--- src/rtl/imm_gen_stage.sv ---
// Registered ID-stage immediate generator with valid/ready on both sides.
// The output register is backed by one skid entry, so in_ready depends only
// on registered state and never on out_ready.
module imm_gen_stage #(
  parameter int XLEN    = 64,
  parameter int ILEN    = 32,
  parameter bit EN_ZIMM = 1'b1
) (
  input  logic            clk,
  input  logic            rst_n,
  input  logic            flush,
  input  logic            in_valid,
  output logic            in_ready,
  input  logic [ILEN-1:0] in_inst,
  input  logic [XLEN-1:0] in_pc,
  output logic            out_valid,
  input  logic            out_ready,
  output logic [ILEN-1:0] out_inst,
  output logic [XLEN-1:0] out_pc,
  output logic [XLEN-1:0] out_imm,
  output logic [2:0]      out_fmt,
  output logic            out_ill
);

  typedef enum logic [2:0] {
    FMT_NONE = 3'd0,
    FMT_I    = 3'd1,
    FMT_S    = 3'd2,
    FMT_B    = 3'd3,
    FMT_U    = 3'd4,
    FMT_J    = 3'd5,
    FMT_Z    = 3'd6
  } fmt_e;

  typedef enum logic [6:0] {
    OPC_LOAD     = 7'b0000011,
    OPC_OP_IMM   = 7'b0010011,
    OPC_AUIPC    = 7'b0010111,
    OPC_OP_IMM32 = 7'b0011011,
    OPC_STORE    = 7'b0100011,
    OPC_OP       = 7'b0110011,
    OPC_LUI      = 7'b0110111,
    OPC_OP_32    = 7'b0111011,
    OPC_BRANCH   = 7'b1100011,
    OPC_JALR     = 7'b1100111,
    OPC_JAL      = 7'b1101111,
    OPC_SYSTEM   = 7'b1110011
  } opc_e;

  typedef struct packed {
    logic [ILEN-1:0] inst;
    logic [XLEN-1:0] pc;
    logic [XLEN-1:0] imm;
    fmt_e            fmt;
    logic            ill;
  } entry_t;

  entry_t out_q, out_d, skid_q, skid_d;
  logic   out_valid_q, out_valid_d, skid_valid_q, skid_valid_d;

  fmt_e        dec_fmt;
  logic        dec_ill;
  logic [31:0] imm32;
  entry_t      new_entry;
  logic        accept;

  // Format classification from the opcode field
  always_comb begin
    dec_fmt = FMT_NONE;
    dec_ill = 1'b0;
    case (in_inst[6:0])
      OPC_OP, OPC_OP_32:                             dec_fmt = FMT_NONE;
      OPC_OP_IMM, OPC_OP_IMM32, OPC_LOAD, OPC_JALR:  dec_fmt = FMT_I;
      OPC_STORE:                                     dec_fmt = FMT_S;
      OPC_BRANCH:                                    dec_fmt = FMT_B;
      OPC_LUI, OPC_AUIPC:                            dec_fmt = FMT_U;
      OPC_JAL:                                       dec_fmt = FMT_J;
      OPC_SYSTEM: if (EN_ZIMM && in_inst[14])        dec_fmt = FMT_Z;
      default:                                       dec_ill = 1'b1;
    endcase
  end

  // 32-bit immediate per format; zimm has bit 31 clear, so one sign-extend covers all
  always_comb begin
    imm32 = '0;
    case (dec_fmt)
      FMT_I: imm32 = {{20{in_inst[31]}}, in_inst[31:20]};
      FMT_S: imm32 = {{20{in_inst[31]}}, in_inst[31:25], in_inst[11:7]};
      FMT_B: imm32 = {{19{in_inst[31]}}, in_inst[31], in_inst[7], in_inst[30:25],
                      in_inst[11:8], 1'b0};
      FMT_U: imm32 = {in_inst[31:12], 12'h000};
      FMT_J: imm32 = {{11{in_inst[31]}}, in_inst[31], in_inst[19:12], in_inst[20],
                      in_inst[30:21], 1'b0};
      FMT_Z: imm32 = {27'b0, in_inst[19:15]};
      default: imm32 = '0;
    endcase
    new_entry      = '0;
    new_entry.inst = in_inst;
    new_entry.pc   = in_pc;
    new_entry.imm  = XLEN'(signed'(imm32));
    new_entry.fmt  = dec_fmt;
    new_entry.ill  = dec_ill;
  end

  assign in_ready = !skid_valid_q;
  assign accept   = in_valid && in_ready;

  // Output/skid occupancy: skid only fills while the output is held, and it
  // always refills the output first when the output frees up
  always_comb begin
    out_d        = out_q;
    skid_d       = skid_q;
    out_valid_d  = out_valid_q;
    skid_valid_d = skid_valid_q;
    if (flush) begin
      out_valid_d  = 1'b0;
      skid_valid_d = 1'b0;
    end else if (!out_valid_q || out_ready) begin
      if (skid_valid_q) begin
        out_d        = skid_q;
        out_valid_d  = 1'b1;
        skid_valid_d = 1'b0;
      end else if (accept) begin
        out_d       = new_entry;
        out_valid_d = 1'b1;
      end else begin
        out_valid_d = 1'b0;
      end
    end else if (accept) begin
      skid_d       = new_entry;
      skid_valid_d = 1'b1;
    end
  end

  // State registers
  always_ff @(posedge clk or negedge rst_n) begin
    if (!rst_n) begin
      out_q        <= '0;
      skid_q       <= '0;
      out_valid_q  <= 1'b0;
      skid_valid_q <= 1'b0;
    end else begin
      out_q        <= out_d;
      skid_q       <= skid_d;
      out_valid_q  <= out_valid_d;
      skid_valid_q <= skid_valid_d;
    end
  end

  assign out_valid = out_valid_q;
  assign out_inst  = out_q.inst;
  assign out_pc    = out_q.pc;
  assign out_imm   = out_q.imm;
  assign out_fmt   = out_q.fmt;
  assign out_ill   = out_q.ill;

endmodule

--- config.mk ---
export PLATFORM = sky130hd
export DESIGN_NAME = imm_gen_stage
export DESIGN_NICKNAME = d
export VERILOG_FILES = /design/src/rtl/imm_gen_stage.sv
export SDC_FILE = /design/constraint.sdc
export NUM_CORES = 1
export LEC_CHECK = 0
export ABC_CLOCK_PERIOD_IN_PS = 5400
export BUFFER_PORTS_ARGS = -buffer_cell sky130_fd_sc_hd__buf_2
export CAP_MARGIN = 5
export CELL_PAD_IN_SITES_DETAIL_PLACEMENT = 2
export CELL_PAD_IN_SITES_GLOBAL_PLACEMENT = 2
export CORE_MARGIN = 10
export CORE_UTILIZATION = 35
export DETAILED_ROUTE_END_ITERATION = 12
export GPL_TIMING_DRIVEN = 1
export PLACE_DENSITY = 0.92
export REMOVE_ABC_BUFFERS = 1
export SLEW_MARGIN = 30
export SYNTH_ARGS = -nofsm -noshare
export SYNTH_HDL_FRONTEND = slang
export SYNTH_SLANG_ARGS = --single-unit
--- constraint.sdc ---
create_clock -name clk -period 5.4 [get_ports clk]
set_input_delay 0 -clock clk [delete_from_list [all_inputs] [get_ports clk]]
set_output_delay 0 -clock clk [all_outputs]
set_load 0.01 [all_outputs]
== Word level (Yosys, flattened, before mapping) ==
Index checks and enable logic that the tools add are counted.

* Equal/unequal tests: 18
* Mux-type cells: 13
* Bitwise logic cells: 2
* Reductions and logical operators: 12

{| class="wikitable"
|+ Operator list
! cell !! number
|-
| two-way mux 164 bit || 2
|-
| one-hot mux 32 bit (6 select lines) || 1
|-
| == test 7 x 6 -> 1 bit (second input constant) || 4
|-
| == test 7 bit (second input constant) || 4
|-
| == test 7 x 5 -> 1 bit (second input constant) || 3
|-
| one-hot mux 3 bit (6 select lines) || 1
|-
| OR reduction 12 bit || 1
|-
| == test 3 bit (second input constant) || 3
|-
| two-way mux 1 bit || 8
|-
| == test 7 x 2 -> 1 bit (second input constant) || 1
|-
| == test 3 x 2 -> 1 bit (second input constant) || 2
|-
| AND reduction 3 bit || 2
|-
| nonzero test 2 bit || 2
|-
| OR reduction 4 bit || 1
|-
| == test 3 x 1 -> 1 bit (second input constant) || 1
|-
| two-way mux 3 bit || 1
|-
| nonzero test 3 bit || 1
|-
| zero test 1 bit || 2
|-
| NOT 1 bit || 2
|-
| OR reduction 2 bit || 1
|-
| logical AND 1 bit || 1
|-
| logical OR 1 bit || 1
|}

* Register bits after elaboration: 298
* Output and inout port bits: 166
* Word-level logic and storage cells: 57

== Longest topological paths before layout ==
* Depth after elaboration: 7
* Mapped depth: 9
* Depth with buffers taken out: 5

== Least setup slack after synthesis ==
Ideal clock, no wire load.

* Kind: reg-to-reg
* Start point: register out_valid_q (netlist: out_valid)
* End point: register out_q, in the netlist out_imm[10]
* Arrival time: 1.593 ns
* Data required time: 5.281 ns
* Setup slack: 3.688 ns
* Cell stages (with the launch flop): 9
* Buffers on the path: 3
* Clock period less this slack: 1.712 ns
* Cell sequence: dfrtp_1 -> nor2b_1 -> or3_1 -> buf_2 -> buf_2 -> buf_2 -> a21oi_1 -> o21ai_1 -> o21a_1

* Cells in the longest elaborated chain, start to end: 3

{| class="wikitable"
|+ RTL lines
! what !! RTL line !! source
|-
| start, declared || 59 || <nowiki>logic out_valid_q, out_valid_d, skid_valid_q, skid_valid_d;</nowiki>
|-
| start signal, assigned || 145 || <nowiki>out_valid_q <= out_valid_d;</nowiki>
|-
| zero test 1 bit || 118 || <nowiki>end else if (!out_valid_q || out_ready) begin</nowiki>
|-
| logical OR 1 bit || 118 ||
|-
| AND reduction 3 bit (no line) || -- ||
|-
| end signal, assigned || 143 || <nowiki>out_q <= out_d;</nowiki>
|-
| end, declared || 58 || <nowiki>entry_t out_q, out_d, skid_q, skid_d;</nowiki>
|}

No other way between the ends.
A chain may end at the register's enable or synchronous reset.

== Worst setup path after layout ==
* Start point: register skid_valid_q
* End point: register out_q, in the netlist out_pc[49]

* Cells in the longest elaborated chain, start to end: 4
* Elaborated cells on any way between the ends: 5
* Those cells by class: mux: 1; reduce/logical: 4

{| class="wikitable"
|+ RTL lines
! what !! RTL line !! source
|-
| start, declared || 59 ||
|-
| start signal, assigned || 146 || <nowiki>skid_valid_q <= skid_valid_d;</nowiki>
|-
| zero test 1 bit || 105 || <nowiki>assign in_ready = !skid_valid_q;</nowiki>
|-
| logical AND 1 bit || 106 || <nowiki>assign accept = in_valid && in_ready;</nowiki>
|-
| nonzero test 2 bit (no line) || -- ||
|-
| AND reduction 3 bit (no line) || -- ||
|}

Several ways; a longest one is shown, not always the timed one.

==> out/qor.csv <==
stage,metric,value,unit
run_status,status,"finished, final reports clean",
synth,async_flop_share,100,%
floorplanning,io_pins,267,
global_route,grt_pass1_vias,12100,
timing,relSlewSlack,37.0,%
timing,rsz0062_at_grt,false,
worst_setup_path,crit_fanout,52,
detailed_routing,top_layer,met4,
global_route,track_usage,22.6,%
detailed_routing,drc,0,
timing,max_freq,0.300,GHz
run,drv_cap,0,
power_and_ir_drop,p_leak,7.28,nW
min_path,hold_path.class,in2reg,
detailed_routing,ant_nets,0,
synth,ys_warn_count,0,
cts,cts_buffer_depth,3,
timing,final_max_slew_viol_count,0,
placed_design,hpwl,27300,µm
cells_and_area,multi_input_area,0.00435,mm²
power_and_ir_drop,power_density,381,mW/mm²
placed_design,portBuffers,266,
worst_setup_path,arrival,3.72,ns
detailed_routing,wl,47400,µm
detailed_routing,viasPerCell,5.22,
floorplanning,fp.coreArea,0.0326,mm²
cts,cts_sinks,266,
synth,syn_area,0.0116,mm²
worst_setup_path,cp.required,5.79,ns
timing,worst_pin_slew,0.944,ns
global_route,grt_remaining_overflow,0,
global_route,antenna_found_initial,0,
worst_setup_path,crit_type,reg2reg,
global_route,grt_pass1_wl,74000,µm
floorplanning,start_util,35.5,%
cts,cts_tree,done,
cells_and_area,drive_gt1_share,21.8,%
cells_and_area,diodes,0,
cells_and_area,num-fill-cells,3438,
synth,synth_edf_count,0,
cells_and_area,seqCellArea,0.00666,mm²
timing,finalHoldViolCount,0,
synth,synth-main-ff-cell,dfrtp_1,
timing,period_needed,3.33,ns
floorplanning,row_count,66,
detailed_routing,wl_met3,2280,µm
floorplanning,dieArea,0.0408,mm²
cts,htreeDepth,1,
cts,clk_latency,0.56,ns
detailed_routing,met2_length,24200,µm
cells_and_area,final_nets,1631,
cts,cts_buffers,31,
power_and_ir_drop,totalPowerFinal,5.76,mW
synth,synth_cell_types,44,
synth,ys_seq_area_share,57.5,%
detailed_routing,first_iter_violations,480,
detailed_routing,wl_met1,19800,µm
synth,synthCells,1232,
cts,cts-root-buf,clkbuf_16,
detailed_routing,firstDrtPassIters,5,
timing,setup_violations,0,
worst_setup_path,setup.worst_path.start_class,flop,
global_route,grt_start_max_net_pins,151,
placed_design,gp_congestion,0.787,
cells_and_area,area_growth,30.5,%
floorplanning,die_y,202,µm
floorplanning,dieWidth,202,µm
timing,finClkSkew,0.0158,ns
detailed_routing,drt-wirelength-per-cell,23.9,µm
timing,finalSetupTns,0,ns
timing,fin_crit_sh,61.7,%
synth,syn_area_per_cell,9.40,µm²
power_and_ir_drop,vdd.ir_drop.worst,231,µV
detailed_routing,vias,10400,
cts,clk_pin_slew,0.07,ns
synth,synth_seq_cells,266,
worst_setup_path,endpoint_kind,flop,
-- metrics by stage --
step / hold WS [ns] / instance area [µm²] / instances / setup slack [ns] / util (%)
global route: 0.0502 / 15100 / 1989 / 1.95 / 46.3
detailed placement: 0.162 / 13000 / 1833 / 2.13 / 39.9
CTS: 0.163 / 15000 / 1984 / 2.12 / 46.0
floorplan: -0.296 / 11000 / 1115 / -2.69 / -
global placement: 0.159 / 13000 / 1833 / 2.25 / 39.8
finish: 0.0453 / 15100 / 1989 / 2.07 / 46.3
-- final cells by class --
| cell class | instances | share of cell area, % |
|---|---|---|
| clock buffers | 43 | 5.89 |
| clock inverters | 7 | 0.728 |
| inverters | 4 | 0.0993 |
| multi-input cells | 845 | 28.8 |
| flip-flops and latches | 266 | 44.1 |
| well taps | 442 | 3.66 |
| repair buffers | 382 | 16.8 |
-- cells by family after synthesis --
group / share of synthesized area [%]
DFF: 57.5
adders and majority gates: 0.0864
buffers and inverters: 5.25
and+or+nand+nor: 18.1
muxes: 8.56
AOI/OAI and AO/OA: 10.6
-- layer usage --
metal  vias up  track usage, %
met5         -               0
met4         0            6.77
met3        80            3.92
met2       314            40.3
met1      5353            27.2
li1       4638               -
-- worst paths after layout --
check | start | endpoint | slack (ns) | depth (start not counted)
setup / recovery | skid_valid_q | out_pc[49] | 2.07 | 5
hold / removal | in_valid | skid_q[118] | 0.05 | 4
setup reg to reg | skid_valid_q | out_pc[49] | 2.07 | 5
hold reg to reg | out_inst[0] | out_inst[0] | 0.48 | 2
max in group asynchronous | rst_n | out_imm[23] | 3.66 | 4
min in group asynchronous | rst_n | skid_q[122] | 0.51 | 3
-- cell usage in the layout (no fill, tap or decap), types with 14 or more instances in the layout --
cell             n
a21oi_1         61
buf_2          265
clkbuf_16       31
dfrtp_1        265
dlygate4sd3_1  102
mux2i_1         98
nand2_1        427
nor2_1          32
o21ai_0        130
o21ai_1         14
or3_1           23
-- synth_stat cells (2+ instances only) --
library cell | instances | area [µm²]
o21ai_1 | 14 | 70.1
o21a_1 | 6 | 45.0
a32o_1 | 2 | 20.0
a222oi_1 | 4 | 40.0
nand2_1 | 427 | 1600
and4_1 | 2 | 17.5
clkbuf_1 | 58 | 218
nor3_1 | 2 | 10.0
a21oi_1 | 63 | 315
buf_2 | 24 | 120
o22ai_1 | 3 | 18.8
mux2i_1 | 98 | 981
nand4_1 | 2 | 12.5
inv_1 | 4 | 15.0
dfrtp_1 | 266 | 6660
buf_1 | 2 | 7.51
and2_1 | 4 | 25.0
a211oi_1 | 3 | 22.5
and3_1 | 3 | 18.8
buf_4 | 33 | 248
a31oi_1 | 2 | 12.5
o21ai_0 | 130 | 651
or3_1 | 24 | 150
nand2b_1 | 3 | 18.8
nand3_1 | 3 | 15.0
nor2_1 | 32 | 120
-- flip-flops by register name, indices dropped and copies added (netlist names) --
name and cells:
out_ill 1, skid_valid_q 1, out_imm 32, out_fmt 3, out_valid 1, skid_q 132
out_inst 32, out_pc 64
-- worst max-delay path, stage by stage (launching register included) --
cell and delay, ns:
dfrtp_4 1.01, nor2_1 0.28, or3_4 0.62, buf_12 0.26, buf_4 0.31, o21ai_0 0.63
-- power by group --
group	switching, mW	total, mW	leakage (nW)	internal, mW
sequential	0.258	2.62	3.32	2.36
clock	0.854	2.13	0.496	1.27
combinational	0.624	1.01	3.46	0.384
total	1.74	5.76	7.28	4.02
-- repair_timing --
action                                 4_1_cts  5_1_grt
setup endpoints to repair                    0        0
setup buffers                                0        0
endpoints found under the hold margin      372       37
hold buffers                               101        1
gates resized for setup                      0        0
Note: power is estimated with default switching activity, not from simulation.
